==> src/rtl/spi_disp_pkg.sv <==
// Shared constants and FSM state type for the SPI display slave.
package spi_disp_pkg;

   localparam int unsigned FRAME_BITS     = 24;
   localparam logic [3:0]  HEADER_DEFAULT = 4'hA;

   typedef enum logic [1:0] {
      IDLE  = 2'd0,
      SHIFT = 2'd1,
      CHECK = 2'd2
   } state_e;

endpackage

==> src/rtl/spi_sync_edge.sv <==
// Multi-flop synchronizer with registered rise/fall pulses for one asynchronous input.
module spi_sync_edge #(
   parameter int unsigned STAGES    = 2,
   parameter logic        RESET_VAL = 1'b0
) (
   input  logic clk_i,
   input  logic rst_ni,
   input  logic d_i,
   output logic q_o,
   output logic rise_o,
   output logic fall_o
);

   logic [STAGES-1:0] sync_q;
   logic              prev_q;
   logic [STAGES:0]   primed_q;
   logic              rise_q;
   logic              fall_q;

   // Edges are suppressed until the chain and prev_q hold only post-reset samples,
   // so the reset value never masquerades as an edge.
   always_ff @(posedge clk_i or negedge rst_ni) begin
      if (!rst_ni) begin
         sync_q   <= {STAGES{RESET_VAL}};
         prev_q   <= RESET_VAL;
         primed_q <= '0;
         rise_q   <= 1'b0;
         fall_q   <= 1'b0;
      end else begin
         sync_q   <= {sync_q[STAGES-2:0], d_i};
         prev_q   <= sync_q[STAGES-1];
         primed_q <= {primed_q[STAGES-1:0], 1'b1};
         rise_q   <= primed_q[STAGES] &  sync_q[STAGES-1] & ~prev_q;
         fall_q   <= primed_q[STAGES] & ~sync_q[STAGES-1] &  prev_q;
      end
   end

   assign q_o    = sync_q[STAGES-1];
   assign rise_o = rise_q;
   assign fall_o = fall_q;

endmodule

==> src/rtl/spi_display_slave.sv <==
// SPI mode-0 slave receiving 24-bit display frames {header,mode,digits}.
// Optional miso echo/status channel enabled by defining SPI_DISP_ECHO_EN.
module spi_display_slave
   import spi_disp_pkg::*;
#(
   parameter int unsigned SYNC_STAGES = 2,
   parameter logic [3:0]  HEADER      = HEADER_DEFAULT
) (
   input  logic        clk,
   input  logic        rst,
   input  logic        ss,
   input  logic        sclk,
   input  logic        mosi,
   output logic        miso,
   output logic [15:0] digits,
   output logic [1:0]  mode,
   output logic        frame_valid,
   output logic        frame_err,
   output logic        busy
);

   logic ss_s, ss_rise, ss_fall;
   logic sclk_s, sclk_rise, sclk_fall;
   logic mosi_s, mosi_rise, mosi_fall;

   spi_sync_edge #(.STAGES(SYNC_STAGES), .RESET_VAL(1'b1)) u_sync_ss (
      .clk_i(clk), .rst_ni(rst), .d_i(ss),
      .q_o(ss_s), .rise_o(ss_rise), .fall_o(ss_fall)
   );
   spi_sync_edge #(.STAGES(SYNC_STAGES), .RESET_VAL(1'b0)) u_sync_sclk (
      .clk_i(clk), .rst_ni(rst), .d_i(sclk),
      .q_o(sclk_s), .rise_o(sclk_rise), .fall_o(sclk_fall)
   );
   spi_sync_edge #(.STAGES(SYNC_STAGES), .RESET_VAL(1'b0)) u_sync_mosi (
      .clk_i(clk), .rst_ni(rst), .d_i(mosi),
      .q_o(mosi_s), .rise_o(mosi_rise), .fall_o(mosi_fall)
   );

   logic unused_sync;
   assign unused_sync = ^{sclk_s, sclk_fall, mosi_rise, mosi_fall};

   state_e                state_q, state_d;
   logic [4:0]            count_q, count_d;
   logic [FRAME_BITS-1:0] shreg_q, shreg_d;
   logic [15:0]           digits_q, digits_d;
   logic [1:0]            mode_q, mode_d;
   logic                  valid_q, valid_d;
   logic                  err_q, err_d;
   logic                  accept;

   always_ff @(posedge clk or negedge rst) begin
      if (!rst) begin
         state_q  <= IDLE;
         count_q  <= '0;
         shreg_q  <= '0;
         digits_q <= '0;
         mode_q   <= '0;
         valid_q  <= 1'b0;
         err_q    <= 1'b0;
      end else begin
         state_q  <= state_d;
         count_q  <= count_d;
         shreg_q  <= shreg_d;
         digits_q <= digits_d;
         mode_q   <= mode_d;
         valid_q  <= valid_d;
         err_q    <= err_d;
      end
   end

   always_comb begin
      state_d  = state_q;
      count_d  = count_q;
      shreg_d  = shreg_q;
      digits_d = digits_q;
      mode_d   = mode_q;
      valid_d  = 1'b0;
      err_d    = 1'b0;
      accept   = (count_q == 5'(FRAME_BITS)) &&
                 (shreg_q[FRAME_BITS-1 -: 4] == HEADER) &&
                 (shreg_q[FRAME_BITS-5 -: 2] == 2'b00);
      unique case (state_q)
         IDLE: begin
            if (ss_fall) begin
               state_d = SHIFT;
               count_d = '0;
               shreg_d = '0;
            end
         end
         SHIFT: begin
            // A sclk edge coincident with ss release belongs to no frame.
            if (ss_rise) begin
               state_d = CHECK;
            end else if (sclk_rise) begin
               shreg_d = {shreg_q[FRAME_BITS-2:0], mosi_s};
               if (count_q != '1) count_d = count_q + 5'd1;
            end
         end
         CHECK: begin
            if (accept) begin
               digits_d = shreg_q[15:0];
               mode_d   = shreg_q[FRAME_BITS-7 -: 2];
               valid_d  = 1'b1;
            end else begin
               err_d    = 1'b1;
            end
            if (ss_fall) begin
               state_d = SHIFT;
               count_d = '0;
               shreg_d = '0;
            end else begin
               state_d = IDLE;
            end
         end
         default: state_d = IDLE;
      endcase
   end

   assign digits      = digits_q;
   assign mode        = mode_q;
   assign frame_valid = valid_q;
   assign frame_err   = err_q;
   assign busy        = ~ss_s;

`ifdef SPI_DISP_ECHO_EN
   logic [7:0] echo_q;
   logic       skip_q;
   logic [3:0] fcount_q, fcount_d;
   logic       last_err_q, last_err_d;
   logic       last_valid_q, last_valid_d;
   logic       byte_done;

   always_comb begin
      fcount_d     = fcount_q;
      last_err_d   = last_err_q;
      last_valid_d = last_valid_q;
      if (valid_d) begin
         fcount_d     = fcount_q + 4'd1;
         last_valid_d = 1'b1;
         last_err_d   = 1'b0;
      end else if (err_d) begin
         last_valid_d = 1'b0;
         last_err_d   = 1'b1;
      end
   end

   assign byte_done = (state_q == SHIFT) && !ss_rise && sclk_rise && (count_d[2:0] == 3'd0);

   // The falling edge right after a byte reload must not shift, so the new MSB stays on miso.
   always_ff @(posedge clk or negedge rst) begin
      if (!rst) begin
         echo_q       <= '0;
         skip_q       <= 1'b0;
         fcount_q     <= '0;
         last_err_q   <= 1'b0;
         last_valid_q <= 1'b0;
      end else begin
         fcount_q     <= fcount_d;
         last_err_q   <= last_err_d;
         last_valid_q <= last_valid_d;
         if ((state_d == SHIFT) && (state_q != SHIFT)) begin
            echo_q <= {fcount_d, 2'b00, last_err_d, last_valid_d};
            skip_q <= 1'b0;
         end else if (byte_done) begin
            echo_q <= shreg_d[7:0];
            skip_q <= 1'b1;
         end else if (sclk_fall && (state_q == SHIFT)) begin
            if (skip_q) skip_q <= 1'b0;
            else        echo_q <= {echo_q[6:0], 1'b0};
         end
      end
   end

   assign miso = echo_q[7];
`else
   assign miso = 1'b0;
`endif

endmodule

==> config.mk <==
export PLATFORM = sky130hd
export DESIGN_NAME = spi_display_slave
export DESIGN_NICKNAME = d
export VERILOG_FILES = /design/src/rtl/spi_disp_pkg.sv /design/src/rtl/spi_sync_edge.sv /design/src/rtl/spi_display_slave.sv
export SDC_FILE = /design/constraint.sdc
export NUM_CORES = 1
export LEC_CHECK = 0
export CAP_MARGIN = 5
export CORE_MARGIN = 1.5
export CORE_UTILIZATION = 38
export CTS_BUF_LIST = sky130_fd_sc_hd__clkbuf_8
export CTS_CLUSTER_SIZE = 14
export DETAILED_ROUTE_END_ITERATION = 10
export GPL_TIMING_DRIVEN = 0
export PLACE_DENSITY_LB_ADDON = 0.25
export SLEW_MARGIN = 20
export SYNTH_ARGS = -nofsm -noshare
export SYNTH_HDL_FRONTEND = slang
export SYNTH_HIERARCHICAL = 1
export SYNTH_SLANG_ARGS = --single-unit
export TNS_END_PERCENT = 100
==> constraint.sdc <==
create_clock -name clk -period 2.65 [get_ports clk]
set_clock_uncertainty 0.1 [all_clocks]
set_input_delay 0.265 -clock clk [delete_from_list [all_inputs] [get_ports clk]]
set_output_delay 0.265 -clock clk [all_outputs]
set_load 0.02 [all_outputs]
**Yosys cells after proc, flatten, opt, wreduce, memory -nomap -nowiden**

Cells that the tools add are included.
W data, S select, Z words.

- Output and inout bits: 22
- Word-level logic and storage cells: 65
- Input bits: 5
- Flip-flop bits (word level): 68

- $add $sub $neg: 1
- Bitwise operators: 9
- Equality and inequality tests: 11
- Mux-type cells: 17
- Reductions and logical operators: 10

Operator list:

| operator | number |
|---|---|
| $mux W24 | 3 |
| $pmux W24 S2 | 1 |
| $mux W5 | 4 |
| $pmux W5 S2 | 1 |
| $ne A2 B1 Y1 const B | 4 |
| $and A1 B1 Y1 | 6 |
| $pmux W2 S3 | 1 |
| $add A5 B1 Y5 const B | 1 |
| $eq A5 B5 Y1 const B | 1 |
| $mux W1 | 5 |
| $ne A5 B5 Y1 const B | 1 |
| $reduce_and A5 Y1 | 1 |
| $eq A4 B4 Y1 const B | 1 |
| $logic_not A2 Y1 | 2 |
| $mux W2 | 2 |
| $ne A2 B2 Y1 const B | 2 |
| $reduce_and A2 Y1 | 2 |
| $reduce_and A4 Y1 | 1 |
| $not A1 Y1 | 3 |
| $eq A2 B1 Y1 const B | 1 |
| $eq A2 B2 Y1 const B | 1 |
| $logic_and A1 B1 Y1 | 2 |
| $reduce_bool A2 Y1 | 1 |
| $reduce_or A2 Y1 | 1 |

**Depth between registers and ports, before layout**

Gate-level depths: netlist of the first run.

- Word-level depth: 5
- Gate-level depth with buffers: 6
- Mapped depth without buffers: 6

**Hierarchy**

Netlist of the first run, hierarchy kept.

Modules (own cells, without submodules):

| module | cells an instance | area an instance (um2) | sequential area each (um2) | instances |
|---|---|---|---|---|
| spi_display_slave | 144 | 2043.2 | 1276.2 | 1 |
| spi_sync_edge at u_sync_mosi ... | 11 | 221.5 | 200.2 | 2 |
| spi_sync_edge at u_sync_ss | 11 | 225.2 | 203.9 | 1 |

**Worst setup path before layout of the first run**

OpenSTA, ideal clock, no wires.

- Kind: reg2reg
- Start: reg shreg_q[20]
- End: reg digits_q[0], in the netlist digits[0]
- Arrival time: 1.845 ns
- Setup time: 0.125 ns
- Required time: 2.425 ns
- Stages on the path, launching flop included: 5
- Clock period less this slack: 2.069 ns
- Path slack: 0.581 ns
- Cell sequence: dfrtp_1 or4b_4 nor4_4 buf_6 mux2_2

- Cells in the longest elaborated chain, start to end: 4

Ends and longest elaborated chain:

| what | line | RTL |
|---|---|---|
| start: declaration | spi_display_slave.sv:44 | `logic [FRAME_BITS-1:0] shreg_q, shreg_d;` |
| start signal: assignment | spi_display_slave.sv:63 | `shreg_q <= shreg_d;` |
| $eq A4 B4 Y1 | spi_display_slave.sv:80 | `(shreg_q[FRAME_BITS-1 -: 4] == HEADER) &&` |
| $logic_and A1 B1 Y1 | spi_display_slave.sv:79 | `accept = (count_q == 5'(FRAME_BITS)) &&` |
| $logic_and A1 B1 Y1 | spi_display_slave.sv:80 |  |
| $reduce_and A2 Y1 (no source line) | - |  |
| end signal: assignment | spi_display_slave.sv:64 | `digits_q <= digits_d;` |
| end: declaration | spi_display_slave.sv:45 | `logic [15:0] digits_q, digits_d;` |

No other way between the ends.
A chain may end at the register's enable or synchronous reset.

**Worst setup path after layout of the first run**

- Start: reg count_q[1]
- End: reg digits_q[5], in the netlist digits[5]

- Cells in the longest elaborated chain, start to end: 4

Ends and longest elaborated chain:

| what | line | RTL |
|---|---|---|
| start: declaration | spi_display_slave.sv:43 | `logic [4:0] count_q, count_d;` |
| start signal: assignment | spi_display_slave.sv:62 | `count_q <= count_d;` |
| $eq A5 B5 Y1 | spi_display_slave.sv:79 |  |
| $logic_and A1 B1 Y1 | spi_display_slave.sv:79 |  |
| $logic_and A1 B1 Y1 | spi_display_slave.sv:80 |  |
| $reduce_and A2 Y1 (no source line) | - |  |

No other way between the ends.

==> results of run 1 <==
==> routing by layer <==
| metal | vias up | share of wire (%) | track usage (%) |
|---|---|---|---|
| met5 | - | 0 | 0 |
| met4 | 0 | 1.5 | 7.15 |
| met3 | 7 | 3.9 | 5.01 |
| met2 | 30 | 48 | 20.6 |
| met1 | 771 | 46 | 16.4 |
| li1 | 684 | - | - |
==> where the power goes <==
| part | internal, mW | switching (mW) |
|---|---|---|
| combinational | 0.0561 | 0.0844 |
| clock | 0.519 | 0.368 |
| sequential | 1.08 | 0.0450 |
==> cell usage in the layout, fill, tap and decap left out, types with 3 or more instances in the layout <==
master / count
and3b_1: 3
a22o_1: 22
ha_1: 3
nand2b_1: 3
o21ai_0: 3
clkbuf_8: 9
dfrtp_1: 65
clkbuf_1: 5
nand2_1: 3
clkdlybuf4s50_1: 24
dfstp_2: 3
inv_1: 9
mux2_2: 18
conb_1: 3
==> area by class of cell <==
cell class              count  area [µm²]  share of cell area, %
flip-flops and latches     68        1710                   55.2
well taps                  77        96.3                   3.12
clock inverters             7        85.1                   2.75
plain buffers               7        37.5                   1.22
clock buffers               9         124                   4.01
repair buffers             27         278                   8.99
inverters                   7        26.3                  0.851
multi-input cells          84         737                   23.9
==> state kept, by name, indices dropped and copies added (netlist names) <==
| register | cells |
|---|---|
| mode | 2 |
| u_sync_sclk/sync_q | 2 |
| u_sync_ss/primed_q | 3 |
| frame_valid | 1 |
| u_sync_sclk/rise_o | 1 |
| u_sync_sclk/prev_q | 1 |
| u_sync_ss/sync_q | 2 |
| frame_err | 1 |
| u_sync_ss/prev_q | 1 |
| u_sync_sclk/primed_q | 3 |
| count_q | 5 |
| shreg_q | 24 |
| u_sync_mosi/sync_q | 2 |
| digits | 16 |
| state_q | 2 |
| u_sync_ss/fall_o | 1 |
| u_sync_ss/rise_o | 1 |
==> worst paths after layout <==
kind	slack, ns	from	end
max	0.28	count_q[1]	digits[5]
min	0.23	ss	u_sync_ss/sync_q[0]
max reg2reg	0.28	count_q[1]	digits[5]
min reg2reg	0.25	u_sync_sclk/primed_q[0]	u_sync_sclk/primed_q[1]
max in group asynchronous	1.65	rst	digits[13]
min in group asynchronous	0.27	rst	state_q[0]
==> worst reg2reg max path, stage by stage (launching register included) <==
cell      delay (ns)
dfrtp_1         0.41
inv_1           0.09
ha_1            0.17
nand4b_1        0.21
nor4_4          0.66
buf_6           0.25
mux2_2          0.35
==> impl_metrics.json, run 1 <==
{
  "outcome": "finished clean",
  "die-width_um": 84.2,
  "dieArea_mm2": 0.00709,
  "ff2ff_path_depth": 6,
  "fillers": 539,
  "clockBufferDepth": 2,
  "fin_area_mm2": 0.00309,
  "placedCellCount": 269,
  "initial_utilization_pct": 39.5,
  "cts.sink_count": 68,
  "dp_slack_ns": 0.278,
  "syn_area_mm2": 0.00251,
  "p_total_mw": 2.16,
  "core_area_mm2": 0.00635,
  "nets": 212,
  "hold_path_class": "in -> reg",
  "cpMaxStageDelayCell": "nor4_4",
  "drtIter0Drc": 113,
  "clockRootBuffer": "clkbuf_8",
  "place_area_mm2": 0.00287,
  "rsz0062_at_grt": "false",
  "pin_count": 27,
  "holdWs_ns": 0.235,
  "fin_crit_sh_pct": 89.3,
  "wl_um": 4470,
  "crit_cells": 6,
  "path_buf_inv": 2,
  "hold_viol": 0,
  "clk_pin_slew_ns": 0.07,
  "ys.warnings.count": 6,
  "grt_usage_pct": 13.4,
  "port_buffers": 25,
  "rows": 29,
  "synth_area_per_cell_um2": 15.1,
  "hold_depth": 1,
  "clock_latency_ns": 0.34,
  "synth_nets": 174,
  "maxSlewHeadroom_pct": 55.9,
  "worst_slack_ns": 0.284,
  "leakagePower_nw": 1.47,
  "die_y_um": 84.2,
  "drc": 0,
  "grt_max_degree": 46,
  "htreeDepth": 3,
  "cts_tree": "yes",
  "crit_required_ns": 2.77,
  "final_max_slew_viol_count": 0,
  "tns_ns": 0,
  "fin_cells": 286,
  "post_cts_buffers": 0,
  "tritoncts.num_buffers": 9,
  "dr.pass1.iters": 4,
  "diodes": 0,
  "cp.arrival_ns": 2.48,
  "fmax_ghz": 0.423,
  "setup_viol": 0,
  "drive_gt1_share_pct": 22.0,
  "worstMarginPinSlew_ns": 0.656,
  "wl_per_cell_um": 15.6,
  "via_count": 1492,
  "path_max_fanout": 10,
  "grt_pass1_wl_um": 7320,
  "ir_worst_vdd_v": 0.000366,
  "fin_crit_ns": 2.37,
  "grt_pass1_vias": 1509,
  "ctsHoldBuffers": 1,
  "vias_per_cell": 5.22,
  "overflow": 0,
  "worstPathCellList": "inv_1 -> ha_1 -> nand4b_1 -> nor4_4 -> buf_6 -> mux2_2",
  "max_stage_delay_ns": 0.66,
  "place_congestion": 0.825,
  "syn2layout_area_growth_pct": 23.3,
  "hpwl_um": 3030,
  "startpoint_type": "flop",
  "maxCapViolations": 0,
  "pwr_density_cell_mw_per_mm2": 698,
  "worstSetupPathType": "reg -> reg",
  "antenna_found_initial": 0,
  "ctsResizeCount": 0,
  "netlist_instances": 166,
  "utilization_pct": 48.7,
  "ant_nets": 0,
  "path_delay_family": "simple AND/OR/NAND/NOR gates",
  "endpoint_kind": "flop"
}
(Power assumes the default switching activity.)
==> inputs of run 2 (changes only) <==
CORE_ASPECT_RATIO = 0.7   (was default)
==> run 2 against run 1 <==
Design area is 0.89% higher. Critical endpoint is now digits[3]. Combinational power shrank 9%. Largest power group unchanged. Sequential cell count unchanged. Clock-buffer cell count grew 2. Critical path depth is the same. Routed wire length shrank 7.1%. Register-to-register slack improved by 0.03 ns. Worst hold slack got worse by 0.021 ns. Global-route usage hardly changed.
==> impl_metrics.json, run 2 (synthesis results as in run 1) <==
{
  "wl_um": 4150,
  "ant_nets": 0,
  "vias_per_cell": 5.01,
  "cts.sink_count": 68,
  "diodes": 0,
  "path_delay_family": "simple AND/OR/NAND/NOR gates",
  "wl_per_cell_um": 14.5,
  "antenna_found_initial": 0,
  "drc": 0,
  "drive_gt1_share_pct": 22.0,
  "grt_pass1_wl_um": 7140,
  "worstMarginPinSlew_ns": 0.693,
  "fillers": 549,
  "max_stage_delay_ns": 0.69,
  "utilization_pct": 49.4,
  "worstSetupPathType": "reg -> reg",
  "p_int_mw": 1.71,
  "layout_commonest_cell": "dfrtp_1",
  "fin_area_mm2": 0.00312,
  "p_sw_uw": 492,
  "grt_pass1_vias": 1418,
  "cp.arrival_ns": 2.45,
  "place_congestion": 0.845,
  "path_max_fanout": 10,
  "post_cts_buffers": 0,
  "tritoncts.num_buffers": 9,
  "maxCapViolations": 0,
  "top_register": "shreg_q",
  "syn2layout_area_growth_pct": 24.4,
  "p_seq_share_pct": 51.1,
  "swShare_pct": 22.3,
  "dieArea_mm2": 0.00710,
  "path_buf_inv": 2,
  "port_buffers": 25,
  "grt_max_degree": 58,
  "overflow": 0,
  "setup_viol": 0,
  "fmax_ghz": 0.429,
  "fin_crit_sh_pct": 88.0,
  "rows": 24,
  "via_count": 1438,
  "drtIter0Drc": 64,
  "rsz0062_at_grt": "false",
  "die-width_um": 100,
  "core_area_mm2": 0.00631,
  "fin_crit_ns": 2.33,
  "hpwl_um": 2700,
  "maxSlewHeadroom_pct": 53.5,
  "dp_slack_ns": 0.299,
  "die_y_um": 70.9,
  "multi_input_area_um2": 737,
  "clockBufferDepth": 2,
  "dr.pass1.iters": 4,
  "outcome": "finished clean",
  "clockRootBuffer": "clkbuf_8",
  "initial_utilization_pct": 39.7,
  "endpoint_kind": "flop",
  "final_cell_mix": "dfrtp_1, clkdlybuf4s50_1, a22o_1, mux2_2, clkbuf_8",
  "crit_required_ns": 2.77,
  "tns_ns": 0,
  "largest_reg_flops": 24,
  "worstPathCellList": "inv_1 -> ha_1 -> nand4b_1 -> nor4_4 -> buf_6 -> mux2_2",
  "hold_path_class": "in -> async",
  "clk_pin_slew_ns": 0.07,
  "clock_power_share_pct": 43.1,
  "cpMaxStageDelayCell": "nor4_4",
  "nets": 212,
  "final_max_slew_viol_count": 0,
  "clock_latency_ns": 0.33,
  "pin_count": 27,
  "seqCellArea_mm2": 0.00171,
  "worst_slack_ns": 0.318,
  "ir_worst_vdd_v": 0.000292,
  "hold_viol": 0,
  "leakagePower_nw": 1.48,
  "cts_tree": "yes",
  "combPwrFrac_pct": 5.8,
  "grt_usage_pct": 13.4,
  "startpoint_type": "flop",
  "place_area_mm2": 0.00288,
  "pwr_density_cell_mw_per_mm2": 708,
  "htreeDepth": 3
}
run 2: changes by cell type in the layout (fill, tap and decap cells not counted):
cell        previous run  this run
buf_12                 1         0
buf_16                 0         1
clkbuf_8               9        11
clkinv_2               2         0
clkinv_4               0         1
clkinvlp_4             1         0
run 2: cell type report:
cell class | instances | area share (%)
Inverter | 7 | 0.843
Sequential cell | 68 | 54.7
Buffer | 7 | 1.20
Multi-Input combinational cell | 84 | 23.6
Timing Repair Buffer | 27 | 9.15
Clock buffer | 11 | 4.86
Tap cell | 78 | 3.13
Clock inverter | 5 | 2.45
run 2: stage by stage:
stage / std cells / total power [mW] / hold slack, ns
floorplan: 166 / 1.21 / -0.131
finish: 287 / 2.21 / 0.213
detailed placement: 270 / 1.28 / 0.0253
global route: 287 / 2.31 / 0.208
CTS: 287 / 2.24 / 0.188
global placement: 269 / 1.27 / 0.232
run 2: path summary, 6_finish.rpt:
kind | from | to | slack [ns] | cells past startpoint
worst max-delay path | count_q[0] | digits[3] | 0.32 | 6
worst min-delay path | rst | shreg_q[19] | 0.21 | 2
worst max register to register | count_q[0] | digits[3] | 0.32 | 6
worst min register to register | u_sync_sclk/primed_q[1] | u_sync_sclk/primed_q[2] | 0.25 | 0
max in group asynchronous | rst | u_sync_ss/sync_q[0] | 1.67 | 3
min in group clk | ss | u_sync_ss/sync_q[0] | 0.23 | 1
run 2: per-layer routing:
layer	vias to the layer above	routed length (µm)	global-route usage, %
li1	682	-	-
met1	727	2170	19.8
met2	29	1770	16.7
met3	0	205	6.92
met4	0	0	4.23
met5	-	0	0
run 2: repair_timing:
action / CTS / global route
hold buffers: 1 / 0
endpoints found under the hold margin: 65 / 0
gates resized for setup: 0 / 0
run 2: worst reg2reg max path, cell delays in order, from the launching register on:
cell and delay (ns):
dfrtp_1 0.42, inv_1 0.07, ha_1 0.14, nand4b_1 0.20, nor4_4 0.69, buf_6 0.25, mux2_2 0.34
run 2: power by group through the flow:
stage / registers [mW] / clock network [mW] / logic (mW)
6_report: 1.13 / 0.950 / 0.128
5_1_grt: 1.13 / 1.03 / 0.152
4_1_cts: 1.13 / 0.981 / 0.132
3_5_place_dp: 1.15 / 0 / 0.130
3_3_place_gp: 1.15 / 0 / 0.123
2_1_floorplan: 1.13 / 0 / 0.0779
